--- src/rtl/seg7_scan_decoder.sv ---
`timescale 1ns/1ps
`default_nettype none
// ============================================================================
// Module   : seg7_scan_decoder
// Brief    : Reads back a multiplexed active-low 7-segment bus and rebuilds
//            the hex nibble shown on each digit once its pattern is stable.
// Revision : 1.0
// ============================================================================
module seg7_scan_decoder #(
   parameter int NUM_DIGITS    = 4,
   parameter int STABLE_CYCLES = 8
) (
   input  logic                    clk,
   input  logic                    rst_n,
   input  logic [6:0]              seg_n,
   input  logic [NUM_DIGITS-1:0]   an_n,
   output logic [4*NUM_DIGITS-1:0] hex_out,
   output logic [NUM_DIGITS-1:0]   digit_valid,
   output logic                    update_stb,
   output logic                    err_stb,
   output logic [2:0]              err_digit
);

   localparam int                    CW        = $clog2(STABLE_CYCLES + 1);
   localparam logic [CW-1:0]         C_STABLE  = CW'(STABLE_CYCLES);
   localparam logic [CW-1:0]         C_CNT_ONE = CW'(1);
   localparam logic [NUM_DIGITS-1:0] C_AN_ONE  = NUM_DIGITS'(1);
   localparam logic [6:0]            C_BLANK   = 7'b1111111;

   typedef enum logic [1:0] {
      IDLE   = 2'd0,
      SETTLE = 2'd1,
      HELD   = 2'd2
   } state_t;

   state_t                    state_q, state_d;
   logic [6:0]                seg_meta_q, s_seg_q, prev_seg_q;
   logic [NUM_DIGITS-1:0]     an_meta_q, s_an_q, prev_an_q;
   logic [CW-1:0]             cnt_q, cnt_d;
   logic [4*NUM_DIGITS-1:0]   hex_q, hex_d;
   logic [NUM_DIGITS-1:0]     valid_q, valid_d;
   logic                      upd_q, upd_d;
   logic                      err_q, err_d;
   logic [2:0]                err_digit_q, err_digit_d;

   logic [NUM_DIGITS-1:0]     sel;
   logic                      one_hot;
   logic                      changed;
   logic                      capture;
   logic                      known;
   logic [3:0]                nib;
   logic [2:0]                dig;
   logic                      found;

   always_ff @(posedge clk or negedge rst_n) begin
      if (!rst_n) begin
         seg_meta_q  <= '0;
         s_seg_q     <= '0;
         prev_seg_q  <= '0;
         an_meta_q   <= '0;
         s_an_q      <= '0;
         prev_an_q   <= '0;
         state_q     <= IDLE;
         cnt_q       <= '0;
         hex_q       <= '0;
         valid_q     <= '0;
         upd_q       <= 1'b0;
         err_q       <= 1'b0;
         err_digit_q <= '0;
      end else begin
         seg_meta_q  <= seg_n;
         s_seg_q     <= seg_meta_q;
         prev_seg_q  <= s_seg_q;
         an_meta_q   <= an_n;
         s_an_q      <= an_meta_q;
         prev_an_q   <= s_an_q;
         state_q     <= state_d;
         cnt_q       <= cnt_d;
         hex_q       <= hex_d;
         valid_q     <= valid_d;
         upd_q       <= upd_d;
         err_q       <= err_d;
         err_digit_q <= err_digit_d;
      end
   end

   // Exactly one anode low: sel is a power of two.
   always_comb begin
      sel     = ~s_an_q;
      one_hot = (sel != '0) && ((sel & (sel - C_AN_ONE)) == '0);
      changed = (s_seg_q != prev_seg_q) || (s_an_q != prev_an_q);
   end

   always_comb begin
      state_d = state_q;
      cnt_d   = cnt_q;
      capture = 1'b0;
      case (state_q)
         IDLE: begin
            if (one_hot) begin
               state_d = SETTLE;
               cnt_d   = C_CNT_ONE;
            end else begin
               cnt_d   = '0;
            end
         end
         SETTLE, HELD: begin
            if (!changed) begin
               if (state_q == SETTLE && cnt_q != C_STABLE)
                  cnt_d = cnt_q + C_CNT_ONE;
            end else if (one_hot) begin
               state_d = SETTLE;
               cnt_d   = C_CNT_ONE;
            end else begin
               state_d = IDLE;
               cnt_d   = '0;
            end
         end
         default: begin
            state_d = IDLE;
            cnt_d   = '0;
         end
      endcase
      // Checked after the transition so a count of one captures immediately.
      if (state_d == SETTLE && cnt_d == C_STABLE) begin
         capture = 1'b1;
         state_d = HELD;
      end
   end

   always_comb begin
      known = 1'b1;
      nib   = 4'h0;
      case (s_seg_q)
         7'b1000000: nib = 4'h0;
         7'b1111001: nib = 4'h1;
         7'b0100100: nib = 4'h2;
         7'b0110000: nib = 4'h3;
         7'b0011001: nib = 4'h4;
         7'b0010010: nib = 4'h5;
         7'b0000010: nib = 4'h6;
         7'b1111000: nib = 4'h7;
         7'b0000000: nib = 4'h8;
         7'b0011000: nib = 4'h9;
         7'b0001000: nib = 4'hA;
         7'b0000011: nib = 4'hB;
         7'b1000110: nib = 4'hC;
         7'b0100001: nib = 4'hD;
         7'b0000110: nib = 4'hE;
         7'b0001110: nib = 4'hF;
         default:    known = 1'b0;
      endcase
   end

   always_comb begin
      hex_d       = hex_q;
      valid_d     = valid_q;
      upd_d       = 1'b0;
      err_d       = 1'b0;
      err_digit_d = err_digit_q;
      dig         = '0;
      found       = 1'b0;
      for (int i = 0; i < NUM_DIGITS; i++) begin
         if (sel[i] && !found) begin
            dig   = 3'(i);
            found = 1'b1;
         end
      end
      if (capture) begin
         if (known) begin
            for (int i = 0; i < NUM_DIGITS; i++) begin
               if (sel[i]) begin
                  hex_d[4*i +: 4] = nib;
                  valid_d[i]      = 1'b1;
               end
            end
            upd_d = (hex_d != hex_q) || (valid_d != valid_q);
         end else if (s_seg_q == C_BLANK) begin
            for (int i = 0; i < NUM_DIGITS; i++) begin
               if (sel[i])
                  valid_d[i] = 1'b0;
            end
            upd_d = (valid_d != valid_q);
         end else begin
            err_d       = 1'b1;
            err_digit_d = dig;
         end
      end
   end

   assign hex_out     = hex_q;
   assign digit_valid = valid_q;
   assign update_stb  = upd_q;
   assign err_stb     = err_q;
   assign err_digit   = err_digit_q;

endmodule
`default_nettype wire

--- config.mk ---
export PLATFORM = sky130hd
export DESIGN_NAME = seg7_scan_decoder
export DESIGN_NICKNAME = d
export VERILOG_FILES = /design/src/rtl/seg7_scan_decoder.sv
export SDC_FILE = /design/constraint.sdc
export NUM_CORES = 1
export LEC_CHECK = 0
export BUFFER_PORTS_ARGS = -buffer_cell sky130_fd_sc_hd__clkbuf_2
export CORE_UTILIZATION = 60
export DETAILED_ROUTE_END_ITERATION = 10
export PLACE_DENSITY = 0.82
export SYNTH_ARGS = -nofsm -noshare
export SYNTH_HDL_FRONTEND = slang
export SYNTH_SLANG_ARGS = --single-unit
--- constraint.sdc ---
create_clock -name clk -period 5.4 [get_ports clk]
set_clock_uncertainty 0.05 [all_clocks]
set_input_delay 0.54 -clock clk [delete_from_list [all_inputs] [get_ports clk]]
set_output_delay 0.54 -clock clk [all_outputs]
set_load 0.05 [all_outputs]
==> impl_results.md, run 1 <==
* Status: completed
* Vias in the first global route at 2119
* Rel. slew slack at 0.488
* Top Layer Used: met4
* Post-synth ARST share at 1.00
* DRT iter0 DRCs at 164
* TritonCTS buffer count at 9
* Worst-path cell chain: inv_1, ha_1, nand4_1, or2_2, a2111oi_0, and4_1, nand2_1, nor2_1, mux2_2
* Cell count after synthesis at 282
* Worst VDD drop at 0.200 mV
* Flops & latches, synth at 63
* PnR Total Power at 1.11 mW
* Initial DRT Pass Iterations at 4
* Setup crit start: state_q[1]$_DFF_PN0_
* Die W at 73.4 microns
* Worst setup EP type: flip-flop
* Final min period at 3.36 ns
* Core Util, Final at 0.725
* Residual DRC count at 0
* Final period util at 0.622
* Top cells by area, synth: dfrtp_1, mux2_2, xor2_1
* DR vias at 2258
* Setup ws final at 2.04 ns
* Data arrival, critical path at 3.53 ns
* Top Family by Delay on Critical Path: simple AND/OR/NAND/NOR gates
* Worst-Skew Late Latency at 0.34 ns
* Crit path buffers/inverters at 1
* Metal3 WL at 252 microns
* Clock sink count at 63
* Mean area per synthesized cell at 10.9 sq um
* Critical setup path kind: reg -> reg
* Count of hold buffers inserted by post-cts repair at 0
* Placed inst area at 3250 sq um
* CP max stage delay at 0.66 ns
* CTS root buf: clkbuf_8
* Initial antenna violation count at 0
* Worst-path fanout max at 8
* Detailed Place HPWL at 4.13 mm
* RSZ-0062 raised after global routing: no
* Post-synth EDFFs at 0
* Synth top area share at 0.515
* Slowest CP cell: a2111oi_0
* Syn nets at 300
* Design area at 3490 sq um
* HP Start: seg_n[0]
* Commonest non-fill, non-tap cell in the layout: dfrtp_1
* Worst slew pin tran at 0.749 ns
* Num ports at 38
* Leading area contributor after synthesis: dfrtp_1
* Gr ovfl total at 0
* GPL Wtd Cong at 0.844
* H-tree levels at 3
* Worst path required time at 5.57 ns
* Starting density of the core at 0.636
* Startpoint types: flip-flop
* Cell Area, Synth at 3060 sq um
* N_diodes at 0
* Post-CTS sizing at 0
* Inst Count DP at 370
* Setup Fix Bufs, Post-CTS at 0
* TritonCTS clock tree: built
* Clock Path Buffers at 2
* Reg-to-reg slack, setup at 2.04 ns
* Post-route ant nets at 0
* Commonest non-fill, non-tap cells in the layout: dfrtp_1, clkbuf_2, inv_1, nor2_1, mux2_2
* Final Max Slew Viols at 0
* Global Route Usage Sum at 0.256
* Die Y at 73.4 microns
* Final hold vios at 0
* Largest net degree at the start of global routing at 64
* Area grow syn2layout at 14.0%
* Met2 WL at 2.92 mm
* Detailed Route WL at 6.12 mm
* Sequential fraction of the synthesis area at 0.515
* Routed vias/inst at 5.85
* Cell variety after synth at 56
* Routed metal-1 wirelength at 2.81 mm
* Max cap viols at 0
* Dpl ws at 2.11 ns
* Row cnt at 25
* Yosys warns at 0
* Hold Crit Class: in -> reg
* Clock transition at path regs at 0.06 ns
* Highest Clock Rate at 298 MHz
* Synth Flop Type: dfrtp_1
* Die Footprint at 5390 sq um
* First-pass GRT wire length at 10.0 mm
* Routed WL per cell at 15.9 microns
* Final hold slack at 0.257 ns
* Core ar. at 4820 sq um
* Setup tns final at 0 ns
* Power per cell area at 319 nW/um^2
* Port Buffer Count at 36
* Leakage at 1.65 nW
* Ratio of cells with drive above 1 in the final layout at 0.232
* Finished Layout Cells at 386
* FF-to-FF Start: state_q[1]$_DFF_PN0_
* Nets at 332
* Finish-stage setup viols at 0
final timing paths:
path                                           end  depth (start not counted)
setup / recovery           hex_out[12]$_DFFE_PN0P_                          9
hold / removal             seg_meta_q[0]$_DFF_PN0_                          1
setup reg to reg           hex_out[12]$_DFFE_PN0P_                          9
hold reg to reg               s_seg_q[2]$_DFF_PN0_                          0
max in group asynchronous   an_meta_q[1]$_DFF_PN0_                          2
min in group asynchronous       cnt_q[2]$_DFF_PN0_                          2
synth_stat cells (all sizes together), types with 3 or more instances:
library cell	instances
buf	9
nand2	14
o21a	3
nor2	18
inv	18
a211o	5
nand2b	4
dfrtp	63
a21oi	14
nand3	6
mux2	16
ha	5
and4	3
o21ai	16
nor4	3
a311oi	3
xnor2	11
nor3b	3
nor4b	3
xor2	14
nor2b	5
clkbuf	7
a22oi	3
or2	3
area by class of cell:
class	count	area, sq um
Inverter	18	67.6
Fill cell	355	1330
Tap cell	67	83.8
Multi-Input combinational cell	185	1330
Clock inverter	2	60.1
Clock buffer	14	183
Timing Repair Buffer	37	188
Sequential cell	63	1580
worst register-to-register path: stages (launching register included):
cell and delay (ns):
dfrtp_1 0.41, inv_1 0.12, ha_1 0.31, nand4_1 0.15, or2_2 0.30, a2111oi_0 0.66, and4_1 0.33, nand2_1 0.21
nor2_1 0.34, mux2_2 0.38
state kept, by name, indices dropped and copies added (netlist names), named ones only:
register    cells
seg_meta_q      7
cnt_q           4
prev_an_q       4
prev_seg_q      7
err_digit       2
hex_out        16
s_an_q          4
s_seg_q         7
state_q         2
update_stb      1
an_meta_q       4
err_stb         1
logic make-up (layout without fill, tap and decap cells):
| kind of cell | after synthesis | after routing | synth area share |
|---|---|---|---|
| other | 1 | 1 | 0.00122 |
| AND/OR/NAND/NOR | 75 | 75 | 0.139 |
| adder cells (fa/ha/maj) | 5 | 5 | 0.0204 |
| flip-flops | 63 | 63 | 0.515 |
| AO/OA/AOI/OAI | 63 | 63 | 0.144 |
| multiplexers | 16 | 16 | 0.0588 |
| XOR/XNOR | 25 | 25 | 0.0715 |
| buffers and inverters | 34 | 71 | 0.0499 |
report_power, final:
part	total, mW	internal, mW	switching, mW
sequential	0.516	0.490	0.0264
clock	0.482	0.311	0.171
combinational	0.115	0.0480	0.0674
total	1.11	0.848	0.265
metal layers:
metal | vias up | GRT usage
li1 | 1056 | -
met1 | 1127 | 0.332
met2 | 62 | 0.394
met3 | 13 | 0.0686
met4 | 0 | 0.137
met5 | - | 0
Note: power is estimated with default switching activity, not from simulation.
==> run 2: changes to the inputs <==
- CORE_UTILIZATION: 60 -> 52
- PLACE_DENSITY: 0.82 -> 0.76
- clock period: 5.4 -> 2.8 ns (I/O delays scaled with it)
==> run 2 against run 1 <==
Register-to-register slack got worse by 2.0 ns. Power increased by 85%. Critical path depth decreased by 1. Non-clock buffer count up 31. Routed wire length increased by 9.4%.
==> impl_results.md, run 2 (synthesized netlist as in run 1, its figures left out) <==
* Status: completed
* Commonest non-fill, non-tap cell in the layout: dfrtp_1
* TritonCTS buffer count at 9
* Max reg flops at 16
* DR vias at 2359
* N_diodes at 0
* Design area at 3770 sq um
* Core ar. at 5570 sq um
* Worst-path fanout max at 13
* Residual DRC count at 0
* Crit path buffers/inverters at 0
* Rel. slew slack at 0.589
* Final hold vios at 0
* Global Route Usage Sum at 0.237
* Die W at 78.7 microns
* GPL Wtd Cong at 0.947
* Initial DRT Pass Iterations at 5
* Routed vias/inst at 5.59
* Placed inst area at 3390 sq um
* Data arrival, critical path at 2.89 ns
* Detailed Place HPWL at 4.48 mm
* H-tree levels at 3
* Sw Pwr at 0.565 mW
* Worst-path cell chain: and2_1, and4_1, a311oi_2, or4b_4, o21bai_4, or3_4, nand2_1, o21ai_1
* Int Power at 1.50 mW
* Slowest CP cell: or4b_4
* CTS root buf: clkbuf_8
* Die Footprint at 6200 sq um
* Starting density of the core at 0.549
* Worst path required time at 2.99 ns
* First-pass GRT wire length at 11.0 mm
* Die Y at 78.7 microns
* Worst VDD drop at 0.400 mV
* Ratio of cells with drive above 1 in the final layout at 0.309
* Worst-Skew Late Latency at 0.35 ns
* DRT iter0 DRCs at 138
* Leakage at 1.77 nW
* Highest Clock Rate at 369 MHz
* Reg-to-reg slack, setup at 0.09 ns
* Clock power share at 0.379
* Post-route ant nets at 0
* Switching part of the total power at 0.274
* Flop pwr share at 0.474
* Vias in the first global route at 2348
* RSZ-0062 raised after global routing: no
* Critical setup path kind: reg -> reg
* Nets at 363
* Port Buffer Count at 36
* Finish-stage setup viols at 0
* Hold Crit Class: reg -> reg
* Max cap viols at 0
* Initial antenna violation count at 0
* Area grow syn2layout at 23.2%
* Largest net degree at the start of global routing at 51
* TritonCTS clock tree: built
* Routed WL per cell at 15.9 microns
* Final Max Slew Viols at 0
* Power per cell area at 546 nW/um^2
* Clock Path Buffers at 2
* Top Family by Delay on Critical Path: simple AND/OR/NAND/NOR gates
* Final min period at 2.71 ns
* Worst setup EP type: flip-flop
* Clock transition at path regs at 0.07 ns
* PnR Total Power at 2.06 mW
* Detailed Route WL at 6.70 mm
* Gr ovfl total at 0
* Final period util at 0.968
* Row cnt at 27
* Worst slew pin tran at 0.616 ns
* Comb pwr share at 0.147
* Startpoint types: flip-flop
* CP max stage delay at 0.55 ns
* Num ports at 38
* Clock sink count at 63
* Commonest non-fill, non-tap cells in the layout: dfrtp_1, clkbuf_2, buf_4
-- run 2: routing by layer --
layer / vias up / global-route usage / share of wire / wire length, microns
met3: 12 / 0.0736 / 0.056 / 373
met4: 0 / 0.107 / 0.016 / 106
met2: 74 / 0.383 / 0.50 / 3380
met5: - / 0 / 0 / 0
li1: 1122 / - / - / -
met1: 1151 / 0.292 / 0.42 / 2840
-- run 2: path summary, 6_finish.rpt --
kind,end,cells after the start,from
max,err_digit[0]$_DFFE_PN0P_,8,s_seg_q[5]$_DFF_PN0_
max in group asynchronous,s_seg_q[4]$_DFF_PN0_,3,rst_n
min in group asynchronous,async pin,2,rst_n
max reg2reg,err_digit[0]$_DFFE_PN0P_,8,s_seg_q[5]$_DFF_PN0_
min,s_seg_q[1]$_DFF_PN0_,0,seg_meta_q[1]$_DFF_PN0_
min reg2reg,s_seg_q[1]$_DFF_PN0_,0,seg_meta_q[1]$_DFF_PN0_
-- run 2: final cells by class --
type                    count  area, sq um
clock buffers              10          128
clock inverters             6         68.8
fillers                   436         1800
inverters                  18         67.6
multi-input cells         185         1390
flip-flops and latches     63         1580
well taps                  72         90.1
repair buffers             68          450
-- run 2: stage by stage --
step / instances / TNS, ns / setup slack (ns) / utilization / hold WS [ns]
2_1_floorplan: 282 / 0 / 0.0631 / - / -0.0656
3_3_place_gp: 393 / 0 / 0.0521 / 0.608 / 0.147
4_1_cts: 421 / 0 / 0.0325 / 0.666 / 0.302
3_5_place_dp: 393 / -0.389 / -0.0587 / 0.608 / 0.155
6_report: 422 / 0 / 0.0903 / 0.677 / 0.298
5_1_grt: 422 / 0 / 0.000426 / 0.677 / 0.302
-- run 2: what timing repair did --
item,in CTS,in global routing
resized for setup,2,15
setup endpoints to repair,17,19
endpoints found under the hold margin,24,0
pin swaps,0,1
buffers inserted,0,1
hold buffers,12,0
-- run 2: power groups by stage --
stage	logic, mW	clock network [mW]	registers (mW)
finish	0.303	0.782	0.976
global route	0.334	0.832	0.982
CTS	0.293	0.811	0.975
detailed placement	0.276	0	0.993
global placement	0.264	0	0.991
floorplan	0.187	0	0.982
-- run 2: worst reg2reg max path: stages, from the launching register on --
cell      delay, ns
dfrtp_1        0.52
and2_1         0.26
and4_1         0.25
a311oi_2       0.27
or4b_4         0.55
o21bai_4       0.21
or3_4          0.35
nand2_1        0.07
o21ai_1        0.06
==> run 3: changes to the inputs <==
- ABC_AREA: unset -> 1
- CORE_UTILIZATION: 52 -> 53
==> run 3 against run 2 <==
The run now ends with DRC left. Largest power group unchanged. Combinational power grew 19%. Final area grew 10%. Synthesized cell count grew 68%. Final cell count grew 44%. Non-clock buffer count shrank 17.
==> impl_results.md, run 3 <==
* Die Footprint at 7070 sq um
* Switching part of the total power at 0.301
* Post-synth EDFFs at 0
* TritonCTS buffer count at 9
* PnR Total Power at 2.25 mW
* Worst-Skew Late Latency at 0.34 ns
* Slowest CP cell: dfrtp_1
* Worst setup EP type: flip-flop
* RSZ-0062 raised after global routing: no
* Power per cell area at 542 nW/um^2
* Initial DRT Pass Iterations at 8
* Initial antenna violation count at 0
* Clock transition at path regs at 0.08 ns
* TritonCTS clock tree: built
* Finish-stage setup viols at 0
* Met2 WL at 3.60 mm
* Commonest cells in the netlist: nand2_1, dfrtp_1, nor2_1
* Final min period at 2.44 ns
* Synth top area share at 0.441
* Setup tns final at 0 ns
* Cell Area, Synth at 3570 sq um
* Max cap viols at 0
* Worst slew pin tran at 0.774 ns
* Core Util, Final at 0.646
* Setup Fix Bufs, Post-CTS at 0
* Ratio of cells with drive above 1 in the final layout at 0.187
* Vias in the first global route at 2953
* Setup ws final at 0.355 ns
* Worst-path fanout max at 7
* Syn nets at 492
* Int Power at 1.57 mW
* Violated checks: DRC
* Final period util at 0.873
* Leading area contributor after synthesis: dfrtp_1
* Synth Flop Type: dfrtp_1
* Status: complete, but fails checks
* Detailed Place HPWL at 5.54 mm
* Die Y at 84.1 microns
* Yosys warns at 0
* Post-route ant nets at 0
* Mean area per synthesized cell at 7.54 sq um
* Routed metal-1 wirelength at 3.63 mm
* Core ar. at 6420 sq um
* Post-CTS sizing at 0
* Clock power share at 0.404
* Data arrival, critical path at 2.68 ns
* Comb pwr share at 0.160
* Sw Pwr at 0.678 mW
* Area grow syn2layout at 16.2%
* Cell variety after synth at 35
* Hold Crit Class: in -> async
* Dpl ws at 0.389 ns
* Worst path required time at 3.03 ns
* Flops & latches, synth at 63
* Max reg flops at 16
* Gr ovfl total at 0
* Rel. slew slack at 0.484
* GPL Wtd Cong at 0.878
* Row cnt at 29
* Routed WL per cell at 12.7 microns
* Highest Clock Rate at 409 MHz
* Flop pwr share at 0.436
* Commonest non-fill, non-tap cell in the layout: nand2_1
* Sequential fraction of the synthesis area at 0.441
* Leakage at 2.19 nW
* H-tree levels at 3
* DR vias at 3169
* Count of hold buffers inserted by post-cts repair at 11
* Port Buffer Count at 36
* DRT iter0 DRCs at 256
* Top Family by Delay on Critical Path: simple AND/OR/NAND/NOR gates
* Worst VDD drop at 0.475 mV
* Startpoint types: flip-flop
* Clock Path Buffers at 2
* CP max stage delay at 0.42 ns
* Cell count after synthesis at 474
* Num ports at 38
* Cell with the most instances after synthesis: nand2_1
* Clock sink count at 63
* N_diodes at 0
* Post-synth ARST share at 1.00
* Metal3 WL at 386 microns
* Worst-path cell chain: inv_1, ha_1, inv_1, nor2_1, a21boi_0, o211ai_1, nor2_1, nand2_2, nor2_2, nand2_1, nand2_1
* Top cells by area, synth: dfrtp_1, nand2_1, nand3_1
* Detailed Route WL at 7.71 mm
* Largest net degree at the start of global routing at 64
* Nets at 543
* Global Route Usage Sum at 0.239
* Final hold vios at 0
* Die W at 84.1 microns
* Crit path buffers/inverters at 2
* Commonest non-fill, non-tap cells in the layout: nand2_1, dfrtp_1, nor2_1
* Routed vias/inst at 5.22
* First-pass GRT wire length at 13.3 mm
* Critical setup path kind: reg -> reg
* CTS root buf: clkbuf_8
* Starting density of the core at 0.556
* Final Max Slew Viols at 0
* Residual DRC count at 2
* Top Layer Used: met4
-- run 3: through the flow --
step / std cells / instance area, sq um / hold slack, ns
2_1_floorplan: 474 / 3570 / -0.0656
3_3_place_gp: 580 / 3810 / 0.282
3_5_place_dp: 580 / 3810 / 0.285
4_1_cts: 607 / 4150 / 0.0750
5_1_grt: 607 / 4150 / 0.129
6_report: 607 / 4150 / 0.0407
-- run 3: kinds of logic after synthesis --
logic type               Yosys count  synth area share
AO/OA/AOI/OAI                     33            0.0501
XOR/XNOR                           9            0.0221
adder cells (fa/ha/maj)            5            0.0175
buffers and inverters             64            0.0742
flip-flops                        63             0.441
other                              1           0.00105
AND/OR/NAND/NOR                  299             0.394
-- run 3: worst paths after layout --
| kind | slack, ns | cells after the start | endpoint | startpoint |
|---|---|---|---|---|
| max in group asynchronous | 2.14 | 2 | s_an_q[1]$_DFF_PN0_ | rst_n |
| worst max register to register | 0.36 | 11 | flip-flop | state_q[0]$_DFF_PN0_ |
| min in group clk | 0.30 | 0 | s_an_q[1]$_DFF_PN0_ | an_meta_q[1]$_DFF_PN0_ |
| worst max-delay path | 0.36 | 11 | flip-flop | state_q[0]$_DFF_PN0_ |
| worst min register to register | 0.30 | 0 | s_an_q[1]$_DFF_PN0_ | an_meta_q[1]$_DFF_PN0_ |
| worst min-delay path | 0.04 | 2 | cnt_q[3]$_DFF_PN0_ | rst_n |
-- run 3: layout make-up --
| cell class | instances | area, sq um |
|---|---|---|
| Tap cell | 77 | 96.3 |
| Inverter | 53 | 199 |
| Timing Repair Buffer | 51 | 320 |
| Clock buffer | 9 | 124 |
| Sequential cell | 63 | 1580 |
| Clock inverter | 7 | 104 |
| Fill cell | 563 | 2270 |
| Multi-Input combinational cell | 347 | 1730 |
-- run 3: power by group through the flow --
stage	Clock (mW)	Sequential (mW)	Combinational, mW
4_1_cts	0.932	0.980	0.359
2_1_floorplan	0	0.987	0.265
6_report	0.909	0.981	0.360
3_5_place_dp	0	0.998	0.345
3_3_place_gp	0	0.996	0.334
5_1_grt	0.971	0.987	0.409
-- run 3: per-layer routing --
| layer | track usage | up-vias |
|---|---|---|
| met5 | 0 | - |
| met3 | 0.0465 | 14 |
| met4 | 0.0737 | 0 |
| met1 | 0.328 | 1462 |
| li1 | - | 1598 |
| met2 | 0.385 | 95 |
